$ cat config.mk
export PLATFORM = sky130hd
export DESIGN_NAME = tcm_boot_ctrl
export DESIGN_NICKNAME = d
export VERILOG_FILES = /design/src/rtl/tcm_boot_pkg.sv /design/src/rtl/tcm_boot_classify.sv /design/src/rtl/tcm_boot_ctrl.sv
export SDC_FILE = /design/constraint.sdc
export NUM_CORES = 1
export LEC_CHECK = 0
export BUFFER_PORTS_ARGS = -buffer_cell sky130_fd_sc_hd__buf_2
export CAP_MARGIN = 20
export CORE_UTILIZATION = 55
export CTS_BUF_LIST = sky130_fd_sc_hd__clkbuf_16
export DETAILED_ROUTE_END_ITERATION = 7
export PLACE_DENSITY = 0.94
export SLEW_MARGIN = 30
export SYNTH_ARGS = -nofsm -noshare
export SYNTH_HDL_FRONTEND = slang
export SYNTH_SLANG_ARGS = --single-unit
$ cat constraint.sdc
create_clock -name clk_i -period 5.3 [get_ports clk_i]
set_clock_uncertainty 0.05 [all_clocks]
set_input_delay 0 -clock clk_i [delete_from_list [all_inputs] [get_ports clk_i]]
set_output_delay 0 -clock clk_i [all_outputs]
set_load 0.02 [all_outputs]
$ cat src/rtl/tcm_boot_pkg.sv
`default_nettype none
// +------------------------------------------------------------------+
// | tcm_boot_pkg: shared types and opcode constants for TCM boot      |
// | Rev 1.0                                                           |
// +------------------------------------------------------------------+
package tcm_boot_pkg;

  typedef enum logic [2:0] {
    ST_IDLE     = 3'd0,
    ST_LOAD     = 3'd1,
    ST_RST_CORE = 3'd2,
    ST_RUN      = 3'd3,
    ST_DRAIN    = 3'd4,
    ST_DONE     = 3'd5
  } state_e;

  localparam logic [6:0] OP_R_M      = 7'd51;
  localparam logic [6:0] OP_I_ARITH  = 7'd19;
  localparam logic [6:0] OP_LOAD     = 7'd3;
  localparam logic [6:0] OP_STORE    = 7'd35;
  localparam logic [6:0] OP_BRANCH   = 7'd99;
  localparam logic [6:0] OP_JALR     = 7'd103;
  localparam logic [6:0] OP_JAL      = 7'd111;
  localparam logic [6:0] OP_AUIPC    = 7'd23;
  localparam logic [6:0] OP_LUI      = 7'd55;

  typedef enum logic [2:0] {
    CLS_ALU    = 3'd0,
    CLS_LOAD   = 3'd1,
    CLS_STORE  = 3'd2,
    CLS_BRANCH = 3'd3,
    CLS_ETC    = 3'd4,
    CLS_NONE   = 3'd5
  } cls_e;

  function automatic logic [15:0] sat_inc16(input logic [15:0] v);
    return (v == 16'hFFFF) ? v : v + 16'd1;
  endfunction

endpackage
`default_nettype wire

$ cat src/rtl/tcm_boot_classify.sv
`default_nettype none
// +------------------------------------------------------------------+
// | tcm_boot_classify: combinational opcode to instruction class      |
// | Rev 1.0                                                           |
// +------------------------------------------------------------------+
module tcm_boot_classify
  import tcm_boot_pkg::*;
(
  input  logic [6:0] opcode,
  output cls_e       cls
);

  always_comb begin
    cls = CLS_NONE;
    case (opcode)
      OP_R_M, OP_I_ARITH:                 cls = CLS_ALU;
      OP_LOAD:                            cls = CLS_LOAD;
      OP_STORE:                           cls = CLS_STORE;
      OP_BRANCH:                          cls = CLS_BRANCH;
      OP_JALR, OP_JAL, OP_AUIPC, OP_LUI:  cls = CLS_ETC;
      default:                            cls = CLS_NONE;
    endcase
  end

endmodule
`default_nettype wire

$ cat src/rtl/tcm_boot_ctrl.sv
`default_nettype none
// +------------------------------------------------------------------+
// | tcm_boot_ctrl: loads a TCM image, runs the core, measures run     |
// | Optional macro TCM_BOOT_PROFILE_EN builds the opcode profiler.    |
// | Rev 1.0                                                           |
// +------------------------------------------------------------------+
module tcm_boot_ctrl
  import tcm_boot_pkg::*;
#(
  parameter int          DEPTH           = 200,
  parameter logic [31:0] ADDR_BASE       = 32'h0,
  parameter logic [31:0] DONE_INST       = 32'h0000_8067,
  parameter int          CORE_RST_CYCLES = 1,
  parameter int          DRAIN_CYCLES    = 4,
  parameter logic [31:0] MAX_CYCLES      = 32'd100000
) (
  input  logic        clk_i,
  input  logic        rst_i,
  input  logic        start_i,
  input  logic        src_valid_i,
  input  logic [31:0] src_data_i,
  output logic        src_ready_o,
  output logic [3:0]  tcm_we_o,
  output logic [31:0] tcm_addr_o,
  output logic [31:0] tcm_data_o,
  output logic        rst_cpu_o,
  input  logic        fetch_valid_i,
  input  logic [31:0] fetch_inst_i,
  output logic        busy_o,
  output logic        done_o,
  output logic        timeout_o,
  output logic [31:0] cycle_cnt_o,
  output logic [15:0] cnt_alu_o,
  output logic [15:0] cnt_load_o,
  output logic [15:0] cnt_store_o,
  output logic [15:0] cnt_branch_o,
  output logic [15:0] cnt_etc_o
);

  state_e      r_state, w_next;
  logic [31:0] r_idx, r_wait_cnt, r_cycle_cnt, r_tcm_addr, r_tcm_data;
  logic [3:0]  r_tcm_we;
  logic        r_timeout;
  logic        w_accept, w_last, w_hit, w_limit, w_rst_end, w_drain_end;

  assign w_accept    = (r_state == ST_LOAD) && src_valid_i;
  assign w_last      = w_accept && (r_idx == 32'(DEPTH - 1));
  assign w_hit       = fetch_valid_i && (fetch_inst_i == DONE_INST);
  assign w_limit     = (r_cycle_cnt == MAX_CYCLES - 32'd1);
  // r_wait_cnt restarts at 0 on every state change, so it times the current state.
  assign w_rst_end   = (r_wait_cnt + 32'd1) >= 32'(CORE_RST_CYCLES);
  assign w_drain_end = (r_wait_cnt + 32'd1) >= 32'(DRAIN_CYCLES);

  always_ff @(posedge clk_i) begin
    if (!rst_i) r_state <= ST_IDLE;
    else        r_state <= w_next;
  end

  always_comb begin
    w_next      = r_state;
    src_ready_o = 1'b0;
    rst_cpu_o   = 1'b1;
    busy_o      = 1'b1;
    done_o      = 1'b0;
    case (r_state)
      ST_IDLE: begin
        busy_o = 1'b0;
        if (start_i) w_next = ST_LOAD;
      end
      ST_LOAD: begin
        src_ready_o = 1'b1;
        if (w_last) w_next = ST_RST_CORE;
      end
      ST_RST_CORE: begin
        if (w_rst_end) w_next = ST_RUN;
      end
      ST_RUN: begin
        rst_cpu_o = 1'b0;
        if (w_hit)        w_next = (DRAIN_CYCLES == 0) ? ST_DONE : ST_DRAIN;
        else if (w_limit) w_next = ST_DONE;
      end
      ST_DRAIN: begin
        rst_cpu_o = 1'b0;
        if (w_drain_end) w_next = ST_DONE;
      end
      ST_DONE: begin
        busy_o = 1'b0;
        done_o = 1'b1;
        if (start_i) w_next = ST_LOAD;
      end
      default: w_next = ST_IDLE;
    endcase
  end

  always_ff @(posedge clk_i) begin
    if (!rst_i) begin
      r_idx       <= '0;
      r_wait_cnt  <= '0;
      r_cycle_cnt <= '0;
      r_tcm_we    <= '0;
      r_tcm_addr  <= '0;
      r_tcm_data  <= '0;
      r_timeout   <= 1'b0;
    end else begin
      r_tcm_we   <= 4'h0;
      r_wait_cnt <= (w_next != r_state) ? 32'd0 : r_wait_cnt + 32'd1;
      if (w_accept) begin
        r_tcm_we   <= 4'hF;
        r_tcm_addr <= ADDR_BASE + {r_idx[29:0], 2'b00};
        r_tcm_data <= src_data_i;
        r_idx      <= r_idx + 32'd1;
      end
      case (r_state)
        ST_IDLE: begin
          r_idx       <= '0;
          r_cycle_cnt <= '0;
          r_timeout   <= 1'b0;
        end
        ST_RUN: begin
          if (w_hit)        r_cycle_cnt <= r_cycle_cnt + 32'(DRAIN_CYCLES);
          else if (w_limit) r_timeout   <= 1'b1;
          else              r_cycle_cnt <= r_cycle_cnt + 32'd1;
        end
        ST_DONE: begin
          if (start_i) begin
            r_idx       <= '0;
            r_cycle_cnt <= '0;
            r_timeout   <= 1'b0;
          end
        end
        default: ;
      endcase
    end
  end

  assign tcm_we_o    = r_tcm_we;
  assign tcm_addr_o  = r_tcm_addr;
  assign tcm_data_o  = r_tcm_data;
  assign timeout_o   = r_timeout;
  assign cycle_cnt_o = r_cycle_cnt;

`ifdef TCM_BOOT_PROFILE_EN
  cls_e        w_cls;
  logic        w_clear;
  logic [15:0] r_cnt_alu, r_cnt_load, r_cnt_store, r_cnt_branch, r_cnt_etc;

  assign w_clear = (r_state == ST_IDLE) || ((r_state == ST_DONE) && start_i);

  tcm_boot_classify u_classify (
    .opcode (src_data_i[6:0]),
    .cls    (w_cls)
  );

  always_ff @(posedge clk_i) begin
    if (!rst_i || w_clear) begin
      r_cnt_alu    <= '0;
      r_cnt_load   <= '0;
      r_cnt_store  <= '0;
      r_cnt_branch <= '0;
      r_cnt_etc    <= '0;
    end else if (w_accept) begin
      case (w_cls)
        CLS_ALU:    r_cnt_alu    <= sat_inc16(r_cnt_alu);
        CLS_LOAD:   r_cnt_load   <= sat_inc16(r_cnt_load);
        CLS_STORE:  r_cnt_store  <= sat_inc16(r_cnt_store);
        CLS_BRANCH: r_cnt_branch <= sat_inc16(r_cnt_branch);
        CLS_ETC:    r_cnt_etc    <= sat_inc16(r_cnt_etc);
        default: ;
      endcase
    end
  end

  assign cnt_alu_o    = r_cnt_alu;
  assign cnt_load_o   = r_cnt_load;
  assign cnt_store_o  = r_cnt_store;
  assign cnt_branch_o = r_cnt_branch;
  assign cnt_etc_o    = r_cnt_etc;
`else
  assign cnt_alu_o    = 16'h0;
  assign cnt_load_o   = 16'h0;
  assign cnt_store_o  = 16'h0;
  assign cnt_branch_o = 16'h0;
  assign cnt_etc_o    = 16'h0;
`endif

endmodule
`default_nettype wire

==> flow_summary_export.csv <==
group,metric,value,unit
outcome,status,"completed",
sta,slew_headroom,44.92,%
yosys,ys_types,65,
global_route,grt_pass1_wl,34.14,mm
clocking,cts.sinks,163,
worst_setup_path,worstPathMaxFanout,14,
route,drc,0,
worst_setup_path,startpoint_type,"flop",
yosys,synth_ff_type,"dfxtp_1",
sta,maxSlewViolCount,0,
worst_setup_path,reg2reg_depth,8,
pwr,leakagePower,3.900,nW
sta,setup_viol,0,
sta,setup_tns,0,ns
sta,timing.final.crit_share,62.15,%
yosys,syn_area,0.008508,sq mm
route,num_vias,7719,
final_layout,layout_commonest_cell,"nand2_1",
route,routedWlPerCell,14.62,um
placement,io_buffers,171,
final_layout,final_cell_mix,"nand2_1 (184), buf_2 (171), dfxtp_1 (163)",
floorplanning,initial_core_util,56.18,%
worst_setup_path,cp.required,5.53,ns
yosys,synth_cells,1033,
worst_setup_path,r2r-start,"r_wait_cnt[1]",
clocking,cts_tree,"done",
job,cap_violations,0,
worst_setup_path,path_class,"flop to flop",
route,wl,20.51,mm
final_layout,finalNetCount,1277,
global_route,grt_max_degree,74,
final_layout,drive_above_1_share,19.42,%
final_layout,areaGrowthSynthToFinish,17.50,%
clocking,clk_pin_slew,0.06,ns
worst_setup_path,rrSetupSlack,2.01,ns
worst_setup_path,critPathCaptureType,"flop",
yosys,yosysWarningCount,0,
route,drt_iter0_markers,547,
yosys,synth_area_per_cell,8.236,sq um
floorplanning,core-area,0.01515,sq mm
sta,worst_slack,2.006,ns
floorplanning,ios,254,
clocking,clk_latency,0.43,ns
floorplanning,num_rows,45,
worst_setup_path,crit_chain,"ha_1 -> nand4_1 -> nor3_2 -> nand3_1 -> nor3b_1 -> o22a_1 -> a31oi_4 -> nor4_1",
pwr,peakVddDrop,0.2277,mV
placement,routabilityCongestion,0.9305,
yosys,yosysSeqAreaShare,38.35,%
global_route,grt_overflow,0,
min_path,hold_path_end,"timeout_o",
clocking,cts_buffers,17,
floorplanning,die_h,126.4,um
worst_setup_path,crit_buf_inv,0,
worst_setup_path,critical-path-slowest-cell,"nor3_2",
yosys,ys_seq_elements,163,
global_route,grt_antenna_before_repair,0,
min_path,worstHoldStart,"fetch_inst_i[18]",
yosys,synthArstFlopShare,0,%
clocking,htreeDepth,4,
floorplanning,die-area,0.01597,sq mm
clocking,cts_buffer_depth,2,
worst_setup_path,arrival,3.52,ns
pwr,p_per_area,274.7,mW/mm^2
final_layout,fillers,1187,
clocking,postCtsHoldBufs,33,
worst_setup_path,cp_top_family,"simple AND/OR/NAND/NOR gates",
placement,dpl_worst_slack,2.020,ns
min_path,min_path_type,"input pin to flop",
floorplanning,fp.dieW,126.4,um
min_path,holdPathStages,5,
route,ant_nets,0,
global_route,track_usage,26.16,%
sta,timing.fmax,303.6,MHz
clocking,postCtsSetupBuffers,0,
clocking,clock-root-buffer,"clkbuf_16",
sta,worstMarginPinSlew,0.8187,ns
sta,grt_setup_unrepaired,"false",
yosys,synth_edf_count,0,
route,avgViaCountPerCell,5.502,
route,drt_pass1_iterations,7,
sta,hold_viol,0,
clocking,post_cts_resized,0,
sta,period_needed,3.294,ns
final_layout,diodes,0,
worst_setup_path,r2r-end,"r_wait_cnt[28]",
placement,dp.final_hpwl,13.20,mm
worst_setup_path,cp_slowest_stage_delay,0.73,ns
global_route,grt_pass1_vias,7186,
[flip-flops by register name, summed over array words and instances (netlist names)]
register,cells
cycle_cnt_o,32
r_idx,32
r_state,3
r_wait_cnt,32
tcm_addr_o,30
tcm_data_o,32
tcm_we_o,1
timeout_o,1
[power breakdown]
part / leakage, nW / internal, mW / switching (mW) / total, mW
sequential: 1.31 / 1.24 / 0.0155 / 1.26
combinational: 2.30 / 0.0911 / 0.183 / 0.274
clock: 0.285 / 0.698 / 0.516 / 1.21
total: 3.90 / 2.03 / 0.714 / 2.75
[final cells by class]
| cell class | count | area, sq um | share of cell area (%) |
|---|---|---|---|
| flip-flops and latches | 163 | 3263 | 32.64 |
| repair buffers | 209 | 1224 | 12.24 |
| clock inverters | 14 | 155.1 | 1.552 |
| well taps | 188 | 235.2 | 2.353 |
| inverters | 13 | 48.80 | 0.4881 |
| multi-input cells | 799 | 4646 | 46.47 |
| clock buffers | 17 | 425.4 | 4.255 |
[logic make-up after synthesis]
| logic type | share of synthesized area [%] |
|---|---|
| AOI/OAI and AO/OA | 10.82 |
| xor gates and xnor gates | 8.544 |
| adders and majority gates | 0.7353 |
| buffers and inverters | 11.07 |
| DFF | 38.35 |
| muxes | 0.8383 |
| other | 0.04408 |
| and+or+nand+nor | 29.59 |
[cell usage after synthesis (3+ instances only)]
| library cell | instances | area (sq um) |
|---|---|---|
| nand2_1 | 186 | 698.2 |
| dfxtp_1 | 163 | 3263 |
| buf_4 | 88 | 660.6 |
| nor2_1 | 81 | 304.0 |
| a21boi_0 | 65 | 488.0 |
| xnor2_1 | 42 | 367.9 |
| xor2_1 | 41 | 359.1 |
| nand3_1 | 37 | 185.2 |
| clkbuf_1 | 34 | 127.6 |
| nor3_1 | 34 | 170.2 |
| nand4_1 | 26 | 162.7 |
| and3_1 | 25 | 156.4 |
| nor4_1 | 24 | 150.1 |
| a21oi_1 | 16 | 80.08 |
| o21ai_0 | 16 | 80.08 |
| and2_1 | 14 | 87.58 |
| inv_1 | 13 | 48.80 |
| nor4_2 | 13 | 162.7 |
| or3_1 | 11 | 68.82 |
| buf_2 | 9 | 45.04 |
| and4_1 | 8 | 70.07 |
| mux2i_1 | 6 | 60.06 |
| ha_1 | 5 | 62.56 |
| or4_1 | 5 | 37.54 |
| buf_1 | 4 | 15.01 |
| buf_6 | 4 | 45.04 |
| a211oi_1 | 3 | 22.52 |
| a311oi_1 | 3 | 26.28 |
| a31oi_1 | 3 | 18.77 |
| nor2b_1 | 3 | 18.77 |
| nor3b_1 | 3 | 22.52 |
| nor4bb_1 | 3 | 30.03 |
| o21a_1 | 3 | 22.52 |
| o22ai_1 | 3 | 18.77 |
[routing by layer]
| metal | up-vias | part of all wire [%] | track usage, % |
|---|---|---|---|
| met1 | 3619 | 41 | 31.24 |
| met3 | 66 | 5.2 | 5.103 |
| met5 | - | 0 | 0 |
| met4 | 0 | 3.9 | 14.03 |
| met2 | 319 | 50 | 44.52 |
| li1 | 3715 | - | - |
[per-stage QoR]
stage / total power, mW / std cells / hold slack (ns) / instance area [sq um] / util, %
global placement: 1.525 / 1338 / 0.2006 / 9060 / 59.82
detailed placement: 1.533 / 1339 / 0.2081 / 9086 / 59.99
CTS: 2.754 / 1403 / 0.05132 / 9997 / 66.01
floorplan: 1.515 / 1114 / 0.09492 / 8812 / -
finish: 2.746 / 1403 / 0.04934 / 9997 / 66.01
global route: 2.839 / 1403 / 0.1243 / 9997 / 66.01
[worst max-delay path by stage]
stage,startpoint,end,slack (ns),cells past startpoint
finish,r_wait_cnt[1],r_wait_cnt[28],2.01,8
global route,r_wait_cnt[1],r_wait_cnt[2],1.71,9
CTS,r_state[0],r_wait_cnt[28],2.02,8
detailed placement,r_state[0],r_wait_cnt[28],2.02,8
global placement,r_wait_cnt[0],r_wait_cnt[20],1.83,8
floorplan,r_wait_cnt[0],r_wait_cnt[10],2.66,10
[worst register-to-register path, stage by stage (launching register included)]
cell	delay, ns
dfxtp_1	0.39
ha_1	0.32
nand4_1	0.33
nor3_2	0.73
nand3_1	0.24
nor3b_1	0.21
o22a_1	0.23
a31oi_4	0.51
nor4_1	0.14
Note: power is estimated with default switching activity, not from simulation.
